<file path="src/rtl/apb3_timer_pkg.sv">
// Shared definitions for the APB3 timer slave: register map, CTRL bit positions,
// bus FSM encoding and the address/direction legality check.
package apb3_timer_pkg;

  localparam int unsigned ADDR_W = 6;
  localparam int unsigned WAIT_W = 4;
  localparam int unsigned CTRL_W = 3;

  // Word offsets, i.e. PADDR[7:2]
  localparam logic [ADDR_W-1:0] OFS_LOAD   = 6'h00;
  localparam logic [ADDR_W-1:0] OFS_VALUE  = 6'h01;
  localparam logic [ADDR_W-1:0] OFS_CTRL   = 6'h02;
  localparam logic [ADDR_W-1:0] OFS_INTCLR = 6'h03;
  localparam logic [ADDR_W-1:0] OFS_RIS    = 6'h04;

  localparam int unsigned CTRL_EN       = 0;
  localparam int unsigned CTRL_PERIODIC = 1;
  localparam int unsigned CTRL_IRQEN    = 2;

  typedef enum logic {
    ST_IDLE   = 1'b0,
    ST_ACCESS = 1'b1
  } apb_state_e;

  // Unmapped offsets, writes to read-only and reads of write-only are errors.
  function automatic logic access_error(input logic [ADDR_W-1:0] addr, input logic write);
    logic err;
    case (addr)
      OFS_LOAD, OFS_CTRL:  err = 1'b0;
      OFS_VALUE, OFS_RIS:  err = write;
      OFS_INTCLR:          err = !write;
      default:             err = 1'b1;
    endcase
    return err;
  endfunction

endpackage

</file>
<file path="src/rtl/apb3_slave_if.sv">
// APB3 completion FSM with a programmable wait-state counter; produces the
// access (PREADY) strobe, write-commit strobe, decoded address and error flag.
module apb3_slave_if
  import apb3_timer_pkg::*;
#(
  parameter int unsigned WAIT_STATES = 1
) (
  input  logic              clk,
  input  logic              rst_n,
  input  logic              psel,
  input  logic              penable,
  input  logic              pwrite,
  input  logic [ADDR_W-1:0] paddr,
  output logic              access,
  output logic              wr_commit,
  output logic [ADDR_W-1:0] addr,
  output logic              err
);

  localparam logic [WAIT_W-1:0] WAIT_INIT = WAIT_W'(WAIT_STATES);

  apb_state_e        state_q, state_d;
  logic [WAIT_W-1:0] wait_q, wait_d;

  always_ff @(posedge clk or negedge rst_n) begin
    if (!rst_n) begin
      state_q <= ST_IDLE;
      wait_q  <= '0;
    end else begin
      state_q <= state_d;
      wait_q  <= wait_d;
    end
  end

  always_comb begin
    state_d = state_q;
    wait_d  = wait_q;
    access  = 1'b0;
    case (state_q)
      ST_IDLE: begin
        if (psel && !penable) begin
          state_d = ST_ACCESS;
          wait_d  = WAIT_INIT;
        end
      end
      ST_ACCESS: begin
        // A master that drops PSEL abandons the transfer without completion.
        if (!psel) begin
          state_d = ST_IDLE;
          wait_d  = '0;
        end else if (wait_q != '0) begin
          wait_d = wait_q - WAIT_W'(1);
        end else if (penable) begin
          access  = 1'b1;
          state_d = ST_IDLE;
        end
      end
      default: state_d = ST_IDLE;
    endcase
  end

  assign addr      = paddr;
  assign err       = access && access_error(paddr, pwrite);
  assign wr_commit = access && pwrite && !err;

endmodule

</file>
<file path="src/rtl/apb3_timer_slave.sv">
// APB3 down-counting timer: LOAD/VALUE/CTRL/INTCLR/RIS registers with one-shot
// or periodic reload and a level interrupt.
module apb3_timer_slave
  import apb3_timer_pkg::*;
#(
  parameter int unsigned WAIT_STATES = 1,
  parameter logic [31:0] RST_LOAD    = 32'h0000_FFFF
) (
  input  logic        HCLK,
  input  logic        HRESETN,
  input  logic [31:0] PADDR,
  input  logic        PSEL,
  input  logic        PENABLE,
  input  logic        PWRITE,
  input  logic [31:0] PWDATA,
  output logic [31:0] PRDATA,
  output logic        PREADY,
  output logic        PSLVERR,
  output logic        IRQ
);

  logic              bus_access;
  logic              bus_wr_commit;
  logic [ADDR_W-1:0] bus_addr;
  logic              bus_err;
  logic              unused_paddr;

  logic [31:0]       load_q, load_d;
  logic [31:0]       value_q, value_d;
  logic [CTRL_W-1:0] ctrl_q, ctrl_d;
  logic              ris_q, ris_d;
  logic              underflow;

  assign unused_paddr = ^{PADDR[31:8], PADDR[1:0]};

  apb3_slave_if #(
    .WAIT_STATES(WAIT_STATES)
  ) u_if (
    .clk      (HCLK),
    .rst_n    (HRESETN),
    .psel     (PSEL),
    .penable  (PENABLE),
    .pwrite   (PWRITE),
    .paddr    (PADDR[7:2]),
    .access   (bus_access),
    .wr_commit(bus_wr_commit),
    .addr     (bus_addr),
    .err      (bus_err)
  );

  always_ff @(posedge HCLK or negedge HRESETN) begin
    if (!HRESETN) begin
      load_q  <= RST_LOAD;
      value_q <= RST_LOAD;
      ctrl_q  <= '0;
      ris_q   <= 1'b0;
    end else begin
      load_q  <= load_d;
      value_q <= value_d;
      ctrl_q  <= ctrl_d;
      ris_q   <= ris_d;
    end
  end

  assign underflow = ctrl_q[CTRL_EN] && (value_q == '0);

  always_comb begin
    load_d  = load_q;
    value_d = value_q;
    ctrl_d  = ctrl_q;
    ris_d   = ris_q;

    if (ctrl_q[CTRL_EN]) begin
      if (!underflow) begin
        value_d = value_q - 32'd1;
      end else if (ctrl_q[CTRL_PERIODIC]) begin
        value_d = load_q;
      end else begin
        ctrl_d[CTRL_EN] = 1'b0;
      end
    end

    // Bus writes come after the counter update so a LOAD/CTRL write wins.
    if (bus_wr_commit) begin
      case (bus_addr)
        OFS_LOAD: begin
          load_d  = PWDATA;
          value_d = PWDATA;
        end
        OFS_CTRL:   ctrl_d = PWDATA[CTRL_W-1:0];
        OFS_INTCLR: ris_d  = 1'b0;
        default: ;
      endcase
    end

    // Underflow is applied last so it beats a coincident INTCLR.
    if (underflow) begin
      ris_d = 1'b1;
    end
  end

  always_comb begin
    PRDATA = '0;
    if (bus_access && !PWRITE && !bus_err) begin
      case (bus_addr)
        OFS_LOAD:  PRDATA = load_q;
        OFS_VALUE: PRDATA = value_q;
        OFS_CTRL:  PRDATA = {{(32-CTRL_W){1'b0}}, ctrl_q};
        OFS_RIS:   PRDATA = {31'd0, ris_q};
        default:   PRDATA = '0;
      endcase
    end
  end

  assign PREADY  = bus_access;
  assign PSLVERR = bus_err;
  assign IRQ     = ris_q && ctrl_q[CTRL_IRQEN];

endmodule
</file>
<file path="config.mk">
export PLATFORM = sky130hd
export DESIGN_NAME = apb3_timer_slave
export DESIGN_NICKNAME = d
export VERILOG_FILES = /design/src/rtl/apb3_timer_pkg.sv /design/src/rtl/apb3_slave_if.sv /design/src/rtl/apb3_timer_slave.sv
export SDC_FILE = /design/constraint.sdc
export NUM_CORES = 1
export LEC_CHECK = 0
export ABC_AREA = 1
export CORE_MARGIN = 1.5
export CORE_UTILIZATION = 59
export DETAILED_ROUTE_END_ITERATION = 8
export DONT_BUFFER_PORTS = 1
export PLACE_DENSITY_LB_ADDON = 0.15
export SLEW_MARGIN = 20
export SYNTH_ARGS = -nofsm -noshare
export SYNTH_HDL_FRONTEND = slang
export SYNTH_SLANG_ARGS = --single-unit
</file>
<file path="constraint.sdc">
create_clock -name HCLK -period 1.7 [get_ports HCLK]
set_input_delay 0.34 -clock HCLK [delete_from_list [all_inputs] [get_ports HCLK]]
set_output_delay 0.34 -clock HCLK [all_outputs]
set_load 0.005 [all_outputs]
</file>
==> results.toml <==
[power_and_ir_drop]
p_comb_share_pct = 40.4
finalPower_mw = 5.48
swShare_pct = 37.2
ir_drop_mv = 0.617
clkPwrFrac_pct = 25.5
pwr-share-seq_pct = 34.1
p_leak_nw = 3.77
switchingPower_mw = 2.04
p_int_mw = 3.44
pwr_density_cell_nw_per_um2 = 783

[die]
fp-row-count = 35
start_util_pct = 60.4
die-width_microns = 99.8
ioPinCount = 104
fp.coreArea_sq_um = 9150
die_area_sq_um = 9970
die_y_microns = 99.8

[status]
outcome = "finished with violations"
violations = "hold timing, setup timing"

[clock_tree]
cts_root_buf = "clkbuf_8"
path_clk_slew_ns = 0.09
clock_path_buffers = 2
cts_tree = "done"
htree_levels = 3
clock_latency_ns = 0.36
cts_sinks = 73
cts_made_buffers = 9

[synthesis]
ys_warn_count = 0
synth-seq-area-share_pct = 33.7
yosysMostFrequentCell = "nand2_1"
ys_async_sr_fraction_pct = 100
yosysUniqueCellTypes = 33
yosys-top-cells-count = "366 x nand2_1, 96 x inv_1, 80 x nor2_1"
yosys-top-cells-area = "nand2_1 25%, dfrtp_1 19%, dfstp_2 15%, nand3_1 6.8%, inv_1 6.5%"
yosysTopAreaCellShare_pct = 24.8
ys.flop_type = "dfrtp_1"
syn_area_per_cell_sq_um = 6.25
syn_nets = 956
syn_inst = 885
synth_edf_count = 0
netlist_area_sq_um = 5530
synth-seq-cells = 73
synth_top_cell_by_area = "nand2_1"

[timing]
hold_viol_final = 73
clock_skew_ns = 0.0160
hold_ws_ns = -0.341
final.setup.tns_ns = -30.08
slew_headroom_pct = 70.9
slew_violations = 0
fin_ws_ns = -0.494
rsz0062_at_grt = "yes"
fin_crit_ns = 2.19
tightest_slew_ns = 0.437
setup_viol = 101
period_share_pct = 129
clock.fmax_mhz = 456

[global_routing]
grt_pass1_vias = 6120
grt.total_usage_pct = 37.1
overflow = 0
grt_pass1_wl_microns = 29200
grt_max_degree = 74
use_met2_pct = 63.6
grt_antenna_before_repair = 0
grt_use_met1_pct = 46.9
met3_usage_pct = 5.57
grt.busiest_layer = "met2"

[placed_design]
placed_area_sq_um = 6350
dp_hpwl_microns = 12300
dp_slack_ns = -0.184
dp_cells = 1061
gp_congestion = 0.941
io_buffers = 0

[route]
vias = 6154
vias_per_cell = 5.65
drt-total-wl_microns = 17500
drt_drc_violations_left = 0
drt_iter0_drc = 457
first_pass_iters = 6
wire_per_inst_microns = 16.1
ant_nets = 0

[setup_path]
end_kind = "output pin"
critPathLaunchType = "flip-flop"
crit_type = "flip-flop to output pin"
cp.required_ns = 1.36
regToRegSetupSlack_ns = -0.37
timing.rr.end = "load_q[25]"
rr_startpoint = "u_if.wait_q[0]"
crit_fanout = 5
r2r_cells = 12
worstPathArrival_ns = 1.85

[flow_run]
maxCapViolations = 0

[finish]
drive_gt1_share_pct = 24.7
diodes = 0
stdcell_count = 1090
layout.nets = 1045
final_core_util_pct = 76.4
final_area_sq_um = 6990
fill_cells = 719
areaGrowthSynthToFinish_pct = 26.4

[min_path]
hold_path.class = "primary input to asynchronous set/reset pin"
==> worst max-delay path: stages (launching register included) <==
cell and delay [ns]:
dfrtp_1 0.40, inv_2 0.08, ha_4 0.13, nand3_2 0.08, nor2_2 0.11, nand2_2 0.08
inv_2 0.09, nand3_4 0.13, buf_6 0.17, buf_16 0.14, nor2_4 0.08
==> state kept, by name, summed over array words and instances (netlist names) <==
signal / count
ctrl_q: 3
load_q: 32
ris_q: 1
u_if.state_q: 1
u_if.wait_q: 4
value_q: 32
==> worst max path at each step <==
stage,from,end,slack [ns],cells past startpoint
2_1_floorplan,u_if.wait_q[1],load_q[16],0.01,11
3_3_place_gp,u_if.wait_q[0],PRDATA[19],-0.12,9
3_5_place_dp,value_q[1],value_q[12],-0.18,13
4_1_cts,u_if.wait_q[0],PRDATA[4],-0.51,10
5_1_grt,u_if.wait_q[0],PRDATA[5],-0.60,10
6_report,u_if.wait_q[0],PRDATA[5],-0.49,10
==> cell type report <==
cell class	instances	area (sq um)	area share, %
timing repair buffer	112	962	13.8
clock inverter	5	57.6	0.823
tap	111	139	1.99
sequential	73	1870	26.7
inverter	99	374	5.35
clock buffer	11	131	1.88
multi-input combinational	679	3460	49.5
==> per-layer routing <==
metal | wire, microns | share of wire [%]
met1 | 7220 | 41
met5 | 0 | 0
met4 | 527 | 3.0
met3 | 1210 | 6.9
met2 | 8580 | 49
==> kinds of logic (layout without fill, tap and decap cells) <==
group / count (synthesis) / after routing / share of synthesized area, %
xor+xnor: 3 / 3 / 0.475
compound gates: 104 / 104 / 10.9
buf+inv: 133 / 227 / 9.88
simple gates: 570 / 570 / 44.5
fa+ha+maj: 2 / 2 / 0.452
flops: 73 / 73 / 33.7
==> power by group through the flow <==
stage	Clock, mW	Combinational (mW)	Sequential [mW]
after floorplan	0	1.29	1.89
after global placement	0	1.92	1.89
after detailed placement	0	1.98	1.90
after CTS	1.42	2.14	1.87
after global routing	1.49	2.45	1.88
final	1.40	2.21	1.87
==> placed cells by master (no fill, tap or decap), drive strengths merged <==
master,count
a21oi,6
a22oi,29
a31oi,2
buf,112
bufinv,1
clkbuf,11
clkinv,2
clkinvlp,1
dfrtp,41
dfstp,32
ha,2
inv,100
nand2,374
nand3,76
nand4,12
nor2,104
nor3,2
o211ai,1
o21a,1
o21ai,63
o22ai,2
or2,2
xor2,3
==> repair_timing <==
item | 4_1_cts | 5_1_grt
gates cloned | 2 | 0
setup buffers | 12 | 2
gates resized for setup | 75 | 10
hold endpoints to repair | 73 | 73
pin swaps | 14 | 8
endpoints found under the setup margin | 101 | 104
(Power assumes the default switching activity.)
